==> src/rtl/pixel_bus_scheduler.sv <==
`timescale 1ns/1ps
// -----------------------------------------------------------------------------
// pixel_bus_scheduler
//   Shares the edge detector's single AHB master port between the input pixel
//   fetch buffer (reads) and the output result buffer (writes). After a start
//   pulse it generates word addresses from the latched bases, arbitrates one
//   transfer at a time, counts words per class and pulses frame_done once both
//   classes have moved num_words words.
//
//   Optional feature macro: SCHED_WRITE_PRIO_EN
//     defined   -> strict write priority in ARB
//     undefined -> round-robin between read and write (default)
//
// Ports
//   clk, n_rst              clock, asynchronous active-low reset
//   start                   one-cycle kickstart (honoured in IDLE only)
//   rd_base, wr_base        source / destination image base addresses
//   num_words               words per frame, shared by read and write
//   rd_req / rd_ack         fetch buffer has space / read word transferred
//   wr_req / wr_ack         result buffer has a word / write word transferred
//   bus_req, bus_write,     transfer request, direction (1 = write) and word
//   bus_addr                address toward the AHB master
//   bus_done                one-cycle transfer-complete pulse from the master
//   busy                    frame in progress
//   frame_done              one-cycle pulse: all words read and written
// -----------------------------------------------------------------------------
module pixel_bus_scheduler #(
  parameter int ADDR_W = 32,
  parameter int CNT_W  = 20
) (
  input  logic              clk,
  input  logic              n_rst,
  input  logic              start,
  input  logic [ADDR_W-1:0] rd_base,
  input  logic [ADDR_W-1:0] wr_base,
  input  logic [CNT_W-1:0]  num_words,
  input  logic              rd_req,
  input  logic              wr_req,
  output logic              rd_ack,
  output logic              wr_ack,
  output logic              bus_req,
  output logic              bus_write,
  output logic [ADDR_W-1:0] bus_addr,
  input  logic              bus_done,
  output logic              busy,
  output logic              frame_done
);

  typedef enum logic [2:0] {
    S_IDLE  = 3'd0,
    S_ARB   = 3'd1,
    S_READ  = 3'd2,
    S_WRITE = 3'd3,
    S_DONE  = 3'd4
  } state_t;

  // word alignment: byte offset bits are forced to zero when latching bases
  localparam logic [ADDR_W-1:0] ALIGN_MASK = {{(ADDR_W-2){1'b1}}, 2'b00};

  state_t              r_state;
  state_t              w_state_nxt;
  logic [ADDR_W-1:0]   r_rd_base;
  logic [ADDR_W-1:0]   r_wr_base;
  logic [CNT_W-1:0]    r_num;
  logic [CNT_W-1:0]    r_rd_cnt;
  logic [CNT_W-1:0]    r_wr_cnt;
  logic                r_last_wr;   // last served class: 1 = WRITE, 0 = READ

  logic                w_rd_elig;
  logic                w_wr_elig;
  logic                w_pick_wr;
  logic                w_all_done;
  logic [ADDR_W-1:0]   w_rd_addr;
  logic [ADDR_W-1:0]   w_wr_addr;

  // counters never pass r_num, so eligibility alone saturates them
  assign w_rd_elig  = rd_req & (r_rd_cnt < r_num);
  assign w_wr_elig  = wr_req & (r_wr_cnt < r_num);
  assign w_all_done = (r_rd_cnt == r_num) & (r_wr_cnt == r_num);

`ifdef SCHED_WRITE_PRIO_EN
  // drain the result buffer first; r_last_wr is tracked but unused here
  assign w_pick_wr = w_wr_elig;
`else
  // under contention serve the class opposite the one served last
  assign w_pick_wr = w_wr_elig & (~w_rd_elig | ~r_last_wr);
`endif

  // word index -> byte offset; the add wraps modulo 2^ADDR_W
  assign w_rd_addr = r_rd_base + ADDR_W'({r_rd_cnt, 2'b00});
  assign w_wr_addr = r_wr_base + ADDR_W'({r_wr_cnt, 2'b00});

  // ---------------------------------------------------------------------------
  // state register and datapath
  // ---------------------------------------------------------------------------
  always_ff @(posedge clk or negedge n_rst) begin
    if (!n_rst) begin
      r_state   <= S_IDLE;
      r_rd_base <= '0;
      r_wr_base <= '0;
      r_num     <= '0;
      r_rd_cnt  <= '0;
      r_wr_cnt  <= '0;
      r_last_wr <= 1'b1;
    end else begin
      r_state <= w_state_nxt;
      case (r_state)
        S_IDLE: begin
          if (start) begin
            r_rd_base <= rd_base & ALIGN_MASK;
            r_wr_base <= wr_base & ALIGN_MASK;
            r_num     <= num_words;
            r_rd_cnt  <= '0;
            r_wr_cnt  <= '0;
          end
        end
        S_READ: begin
          if (bus_done) begin
            r_rd_cnt  <= r_rd_cnt + 1'b1;
            r_last_wr <= 1'b0;
          end
        end
        S_WRITE: begin
          if (bus_done) begin
            r_wr_cnt  <= r_wr_cnt + 1'b1;
            r_last_wr <= 1'b1;
          end
        end
        default: ;
      endcase
    end
  end

  // ---------------------------------------------------------------------------
  // next state and outputs; bus outputs are decoded from registered state so
  // they stay stable for the whole transfer
  // ---------------------------------------------------------------------------
  always_comb begin
    w_state_nxt = r_state;
    rd_ack      = 1'b0;
    wr_ack      = 1'b0;
    bus_req     = 1'b0;
    bus_write   = 1'b0;
    bus_addr    = '0;
    frame_done  = 1'b0;
    busy        = (r_state != S_IDLE);
    case (r_state)
      S_IDLE: begin
        if (start) w_state_nxt = (num_words == '0) ? S_DONE : S_ARB;
      end
      S_ARB: begin
        if (w_all_done)     w_state_nxt = S_DONE;
        else if (w_pick_wr) w_state_nxt = S_WRITE;
        else if (w_rd_elig) w_state_nxt = S_READ;
      end
      S_READ: begin
        bus_req  = 1'b1;
        bus_addr = w_rd_addr;
        if (bus_done) begin
          rd_ack      = 1'b1;
          w_state_nxt = S_ARB;
        end
      end
      S_WRITE: begin
        bus_req   = 1'b1;
        bus_write = 1'b1;
        bus_addr  = w_wr_addr;
        if (bus_done) begin
          wr_ack      = 1'b1;
          w_state_nxt = S_ARB;
        end
      end
      S_DONE: begin
        frame_done  = 1'b1;
        w_state_nxt = S_IDLE;
      end
      default: w_state_nxt = S_IDLE;
    endcase
  end

endmodule
==> config.mk <==
export PLATFORM = sky130hd
export DESIGN_NAME = pixel_bus_scheduler
export DESIGN_NICKNAME = d
export VERILOG_FILES = /design/src/rtl/pixel_bus_scheduler.sv
export SDC_FILE = /design/constraint.sdc
export NUM_CORES = 1
export LEC_CHECK = 0
export ABC_AREA = 1
export CORE_ASPECT_RATIO = 0.7
export CORE_MARGIN = 5
export CORE_UTILIZATION = 45
export CTS_CLUSTER_DIAMETER = 150
export DETAILED_ROUTE_END_ITERATION = 6
export PLACE_DENSITY_LB_ADDON = 0.05
export RECOVER_POWER = 50
export SKIP_CTS_REPAIR_TIMING = 1
export SYNTH_ARGS = -nofsm -noshare
export SYNTH_HDL_FRONTEND = slang
export SYNTH_SLANG_ARGS = --single-unit
==> constraint.sdc <==
create_clock -name clk -period 2 [get_ports clk]
set_input_delay 0.2 -clock clk [delete_from_list [all_inputs] [get_ports clk]]
set_output_delay 0.2 -clock clk [all_outputs]
set_load 0.05 [all_outputs]
Yosys cells after proc, flatten, opt, wreduce, memory -nomap -nowiden --
Index checks and enable logic that the tools add are counted.
Word-level totals: word-level logic and storage cells 65, flip-flop bits (word level) 124, output and inout bits 38
Operators by class: multiplexer cells 22, bitwise operators 7, reductions and logical operators 12, magnitude comparators 2, $add $sub $neg 4, eq/ne operators 11
Operators with widths (number):
- 20-bit case mux with 2 select lines | 2
- 32-bit by 22-bit adder with 32-bit output | 2
- 32-bit case mux with 2 select lines | 1
- 20-bit 2-to-1 mux | 3
- 20-bit by 1-bit adder with 20-bit output (second input constant) | 2
- 20-bit == test | 2
- 20-bit < comparator | 2
- 20-bit logical NOT | 1
- 3-bit 2-to-1 mux | 6
- 3-bit AND reduction | 4
- 3-bit case mux with 3 select lines | 1
- 1-bit 2-to-1 mux | 8
- 3-bit by 2-bit == test with 1-bit output (second input constant) | 2
- 2-bit inequality test (second input constant) | 3
- 2-bit nonzero test | 3
- 1-bit bitwise AND | 4
- 4-bit inequality test (second input constant) | 1
- 3-bit by 1-bit == test with 1-bit output (second input constant) | 1
- 3-bit == test (second input constant) | 1
- 3-bit logical NOT | 1
- 3-bit nonzero test | 1
- 2-bit by 1-bit inequality test with 1-bit output (second input constant) | 1
- 1-bit inverter | 2
- 1-bit case mux with 2 select lines | 1
- other kinds (3) | 3

Logic depth before layout (Yosys ltp) --
Gate-level depths: netlist (run 1).
depth in word-level cells 8, gate-level depth with buffers 15, depth with buffers taken out 15

Least setup slack after synthesis (run 1) --
No wires, ideal clock.
path kind register to output, from register r_wr_cnt[0], to output bus_addr[16], data required time 1.800 ns, cell stages (with the launch flop) 15, buffers on the path 0, setup slack -1.037 ns, data arrival time 2.837 ns, path through dfrtp_1 > ha_1 > inv_1 > fa_1 > inv_1 > nand3_1 > nand2_1 > nand2_1 > nand2_1 > nand2_1 > nand2_1 > nand2_1 > nand3_1 > nand2_1 > o21ai_0
Between the ends: cells in the longest elaborated chain, start to end 2
Ends and longest elaborated chain:
- start, declared | line 66 | logic [CNT_W-1:0] r_wr_cnt;
- start signal, assigned | line 125 | r_wr_cnt <= r_wr_cnt + 1'b1;
- 32-bit by 22-bit adder with 32-bit output | line 91 | assign w_wr_addr = r_wr_base + ADDR_W'({r_wr_cnt, 2'b00});
- 32-bit case mux with 2 select lines | line 147 | case (r_state)
- end, declared | line 43 | output logic [ADDR_W-1:0] bus_addr,
No other way between the ends.

Worst setup path in the final report (run 1) --
from register r_rd_base[2], to output bus_addr[22]
Between the ends: cells in the longest elaborated chain, start to end 2
Ends and longest elaborated chain:
- start, declared | line 62 | logic [ADDR_W-1:0] r_rd_base;
- start signal, assigned | line 110 | r_rd_base <= rd_base & ALIGN_MASK;
- 32-bit by 22-bit adder with 32-bit output | line 90 | assign w_rd_addr = r_rd_base + ADDR_W'({r_rd_cnt, 2'b00});
- 32-bit case mux with 2 select lines | line 147
No other way between the ends.

==> impl_metrics.tcl, run 1 <==
set metrics [dict create \
    status "complete, but fails checks" \
    violations "negative setup slack" \
    maxSlewViolCount 0 \
    p_sw_mw 9.352 \
    synthTopCellsByCount "nand2_1 (552), inv_1 (189), nor2_1 (124), dfrtp_1 (123), o21ai_0 (109)" \
    hold_viol_final 0 \
    setup_slack_ns -0.7290 \
    cts_buffers 17 \
    nets 2098 \
    grt.overflow.total 0 \
    ys_top_cells_by_area "dfrtp_1 (30%), nand2_1 (20%), ha_1 (10%), inv_1 (6.9%), o21ai_0 (5.3%)" \
    die_h_um 136.4 \
    synthMostInstantiatedCell "nand2_1" \
    comb_power_share_pct 62.1 \
    critPathMaxFanout 4 \
    clock-root-buffer "clkbuf_16" \
    rsz0062_at_grt "yes" \
    start_kind "flip-flop" \
    setup_viol 34 \
    p_per_area_nw_per_um2 1204 \
    start_util_pct 45.50 \
    synthArstFlopShare_pct 100.0 \
    ys_types 45 \
    synth_warnings 0 \
    grt_pass1_vias 10920 \
    place_hpwl_mm 30.43 \
    synth_edf_count 0 \
    leakagePower_nw 7.869 \
    total_power_mw 20.18 \
    p_int_mw 10.83 \
    crit_arrival_ns 2.53 \
    swShare_pct 46.33 \
    place_ws_ns -0.3888 \
    cp.required_ns 1.80 \
    antenna_cells 0 \
    p_seq_share_pct 21.3 \
    worstMarginPinSlew_ns 1.354 \
    io_buffer_count 121 \
    dieArea_um2 25980 \
    routabilityCongestion 0.9785 \
    area.growth.synth_to_final_pct 63.26 \
    synth_top_area_share_pct 29.99 \
    routedWlPerCell_um 18.51 \
    synth_top_area_cell "dfrtp_1" \
    drtIter0Drc 1145 \
    ios 128 \
    core_area_um2 22560 \
    cp-end-kind "output port" \
    post_drt_via_cell_ratio 5.452 \
    drt_wl_total_mm 41.63 \
    post-route-min-period_ns 2.729 \
    min_path_type "in2reg" \
    yosysSeqAreaShare_pct 30.24 \
    htreeDepth 4 \
    maxCapViolCount 0 \
    fmax_mhz 366.4 \
    synthCells 1581 \
    ir_drop_mv 0.9287 \
    cts_tree "built" \
    cts.clk_slew.worst_paths_ns 0.07 \
    final_layout_size_suffix_gt1_share_pct 35.16 \
    clock_skew_ns 0.01280 \
    crit_type "reg2out" \
    clock-sinks 124 \
    grt_pass1_wl_mm 58.57 \
    track_usage_pct 29.09 \
    synth_flop_cell "dfrtp_1" \
    clkPwrFrac_pct 16.7 \
    synth_seq_cells 124 \
    worstSkewPairLatency_ns 0.44 \
    die_w_um 190.5 \
    drc_errors 0 \
    vias 12260 \
    avgSynthCellArea_um2 6.493 \
    dr.pass1.iters 6 \
    clk_path_buf_depth 2 \
    grt_max_degree 64 \
    rows 46 \
    synth.cell_area_um2 10260 \
    fin_crit_sh_pct 136.5 \
    slew_headroom_pct 9.742 \
    drtAntennaViolNets 0 \
    antenna_found_initial 0 \
]
-- through the flow --
step / utilization [%] / instances / TNS [ns] / hold WS (ns) / cell area (um^2)
2_1_floorplan: - / 1582 / -0.6271 / -0.09559 / 10630
3_3_place_gp: 62.13 / 2191 / -6.818 / 0.1343 / 14020
3_5_place_dp: 62.13 / 2191 / -7.362 / 0.1366 / 14020
4_1_cts: 64.91 / 2223 / -21.45 / -0.3306 / 14640
5_1_grt: 74.28 / 2249 / -22.58 / 0.2813 / 16760
6_report: 74.28 / 2249 / -16.79 / 0.2922 / 16760
-- worst max-delay path, stage by stage (launching register included) --
cell and delay [ns]:
dfrtp_1 0.42, ha_4 0.19, fa_2 0.39, nand3_2 0.11, nand2_4 0.08, buf_4 0.15
nand4_1 0.14, nand3_2 0.13, nand2_1 0.11, nand3_2 0.13, o21ai_4 0.10, buf_12 0.15
-- final timing paths --
path | cells after the start | to | startpoint | slack [ns]
worst max register to register | 13 | r_state[0]$_DFFE_PN0P_ | r_wr_cnt[1]$_DFFE_PN0P_ | -0.08
min in group asynchronous | 2 | r_rd_base[2]$_DFFE_PN0P_ | n_rst | 0.60
worst min register to register | 2 | r_last_wr$_DFFE_PN1P_ | r_last_wr$_DFFE_PN1P_ | 0.48
worst min-delay path | 3 | r_wr_base[18]$_DFFE_PN0P_ | wr_base[18] | 0.29
worst max-delay path | 11 | bus_addr[22] | r_rd_base[2]$_DFFE_PN0P_ | -0.73
max in group asynchronous | 3 | r_wr_base[6]$_DFFE_PN0P_ | n_rst | 0.20
-- final cells by class --
cell class / count / area, um^2
multi-input cells: 1229 / 8463
fillers: 1694 / 5803
repair buffers: 355 / 3422
flip-flops and latches: 124 / 3114
inverters: 197 / 743.2
clock buffers: 20 / 466.7
well taps: 312 / 390.4
clock inverters: 12 / 158.9
-- cell families after synthesis --
logic type / Yosys count / share of synthesized area (%)
and+or+nand+nor: 909 / 37.99
buffers and inverters: 229 / 8.703
AOI/OAI and AO/OA: 219 / 11.36
DFF: 124 / 30.24
adders and majority gates: 84 / 10.39
xor gates and xnor gates: 15 / 1.280
other: 1 / 0.03653
-- cells in the final DEF (no fill, tap or decap), drive strengths merged, types with 82 or more instances in the layout --
cell type and count:
dfrtp 123, o21ai 115, clkdlybuf4s50 84, ha 82, nand3 105, a21oi 82
inv 200, buf 267, nor2 131, nand2 557
-- sequential cells by signal (all words and copies together) (netlist names) --
| signal | count |
|---|---|
| r_num | 20 |
| r_rd_base | 30 |
| r_wr_base | 30 |
| r_rd_cnt | 20 |
| r_wr_cnt | 20 |
| r_last_wr | 1 |
| r_state | 3 |
-- layer usage --
| layer | up-vias | track usage [%] | wire, um |
|---|---|---|---|
| met5 | - | 0 | 0 |
| met1 | 5790 | 44.39 | 18840 |
| li1 | 5849 | - | - |
| met2 | 538 | 41.84 | 18320 |
| met4 | 0 | 7.974 | 1000 |
| met3 | 85 | 5.544 | 3473 |
-- power groups by stage --
stage	combinational, mW	clock [mW]	sequential [mW]
5_1_grt	13.3	3.50	4.37
6_report	12.5	3.36	4.29
2_1_floorplan	5.48	0	3.91
3_3_place_gp	9.96	0	4.07
3_5_place_dp	10.1	0	4.08
4_1_cts	10.2	3.38	4.06
Power figures use the tool's default switching activity.
==> run 2: changes to the inputs <==
--- a/config.mk
+++ b/config.mk
@@ -8,5 +8,5 @@
 export ABC_AREA = 1
 export CORE_ASPECT_RATIO = 0.7
-export CORE_MARGIN = 5
+export CORE_MARGIN = 2
 export CORE_UTILIZATION = 45
 export CTS_CLUSTER_DIAMETER = 150
==> constraint.sdc (replaced) <==
create_clock -name clk -period 2 [get_ports clk]
set_input_delay 0.4 -clock clk [delete_from_list [all_inputs] [get_ports clk]]
set_output_delay 0.4 -clock clk [all_outputs]
set_load 0.05 [all_outputs]
==> impl_metrics.tcl, run 2 (synthesis results as in run 1) <==
set metrics [dict create \
    status "complete, but fails checks" \
    violations "negative setup slack" \
    cts_tree "built" \
    maxCapViolCount 0 \
    reg_top3 "r_rd_base (30), r_wr_base (30)" \
    cts_buffers 17 \
    cp-end-kind "output port" \
    path_cells "ha_2 > inv_2 > fa_2 > inv_2 > nand3_2 > nand2_4 > nand2_2 > nand3_2 > nand2_2 > nand2_4 > nand2_2 > nand2_1 > nand2_1 > nand3_2 > nand2_4 > buf_12" \
    worstSkewPairLatency_ns 0.44 \
    worstMarginPinSlew_ns 1.245 \
    io_buffer_count 121 \
    fin_crit_sh_pct 143.6 \
    core_area_um2 22500 \
    dr.pass1.iters 6 \
    grt.overflow.total 0 \
    final_cell_mix "nand2_1 (455), buf_4 (200), inv_1 (176), dfrtp_1 (109), clkdlybuf4s50_1 (84)" \
    fin_area_um2 16630 \
    place_area_um2 14650 \
    antenna_found_initial 0 \
    critPathMaxFanout 4 \
    clock_skew_ns 0.007857 \
    fill_cells 1775 \
    crit_arrival_ns 2.47 \
    dieArea_um2 24050 \
    die_w_um 184.5 \
    setup_viol 35 \
    final_layout_size_suffix_gt1_share_pct 34.97 \
    rsz0062_at_grt "yes" \
    fmax_mhz 348.3 \
    holdWs_ns 0.4888 \
    start_util_pct 45.61 \
    drtAntennaViolNets 0 \
    reg2regPathDepth 14 \
    multi_input_area_um2 8386 \
    slew_headroom_pct 16.97 \
    drc_errors 0 \
    vias 12020 \
    ir_drop_mv 0.7932 \
    ios 128 \
    post-route-min-period_ns 2.871 \
    area.growth.synth_to_final_pct 62.06 \
    final_common_cell "nand2_1" \
    nets 2094 \
    clk_path_buf_depth 2 \
    setup_slack_ns -0.8712 \
    cts.clk_slew.worst_paths_ns 0.06 \
    start_kind "flip-flop" \
    track_usage_pct 32.03 \
    p_per_area_nw_per_um2 1188 \
    place_hpwl_mm 30.60 \
    clock-root-buffer "clkbuf_16" \
    grt_max_degree 74 \
    stdcell_count 2245 \
    total_power_mw 19.76 \
    grt_pass1_vias 10860 \
    critPathMaxStageDelay_ns 0.35 \
    leakagePower_nw 7.760 \
    rows 46 \
    drt_wl_total_mm 40.44 \
    crit_type "reg2out" \
    post_drt_via_cell_ratio 5.352 \
    clock-sinks 124 \
    htreeDepth 4 \
    hold_viol_final 0 \
    antenna_cells 0 \
    dp.cells 2189 \
    cp.required_ns 1.60 \
    routabilityCongestion 0.9661 \
    regArea_um2 3122 \
    drtIter0Drc 995 \
    die_h_um 130.4 \
    grt_pass1_wl_mm 58.45 \
    maxSlewViolCount 0 \
    hold_depth 2 \
    min_path_type "reg2reg" \
    routedWlPerCell_um 18.01 \
    worst_path_max_delay_cell "dfrtp_1" \
]
-- run 2: final timing paths --
| kind | start | end | slack (ns) |
|---|---|---|---|
| worst max-delay path | r_wr_base[2]$_DFFE_PN0P_ | bus_addr[30] | -0.87 |
| worst min-delay path | r_num[9]$_DFFE_PN0P_ | r_num[9]$_DFFE_PN0P_ | 0.49 |
| worst max register to register | r_rd_cnt[9]$_DFFE_PN0P_ | r_state[0]$_DFFE_PN0P_ | -0.10 |
| worst min register to register | r_num[9]$_DFFE_PN0P_ | r_num[9]$_DFFE_PN0P_ | 0.49 |
| max in group asynchronous | n_rst | r_rd_base[7]$_DFFE_PN0P_ | 0.28 |
| min in group asynchronous | n_rst | r_state[2]$_DFFE_PN0P_ | 0.79 |
-- run 2: layout make-up --
class,instances,area share (%)
inverters,197,4.490
repair buffers,351,20.56
well taps,312,2.347
clock inverters,11,0.7221
clock buffers,21,2.708
flip-flops and latches,124,18.77
multi-input cells,1229,50.41
-- run 2: through the flow --
step / utilization [%] / TNS (ns) / setup slack (ns)
after floorplan: - / -3.387 / -0.3721
after global placement: 65.08 / -8.454 / -0.3858
after detailed placement: 65.08 / -9.197 / -0.4437
after CTS: 67.61 / -23.77 / -0.9302
after global routing: 73.92 / -25.31 / -0.9582
final: 73.92 / -22.34 / -0.8712
-- run 2: worst max-delay path: cells and delay by family (launching register included) --
| kind | cells | cell delay [ns] |
|---|---|---|
| adder cells (fa/ha/maj) | 2 | 0.55 |
| buffers and inverters | 3 | 0.26 |
| AND/OR/NAND/NOR | 11 | 0.87 |
| flip-flops | 1 | 0.35 |
-- run 2: power breakdown --
part	total (mW)	internal [mW]	switching (mW)
sequential	4.28	3.38	0.906
combinational	12.4	5.33	7.05
clock	3.09	1.86	1.23
total	19.8	10.6	9.19
-- run 2: layer usage --
layer	vias up	track usage, %	wire length, um
met5	-	0	0
met4	0	8.235	614
met3	49	7.340	3472
met2	442	46.62	17660
met1	5675	47.58	18690
li1	5849	-	-
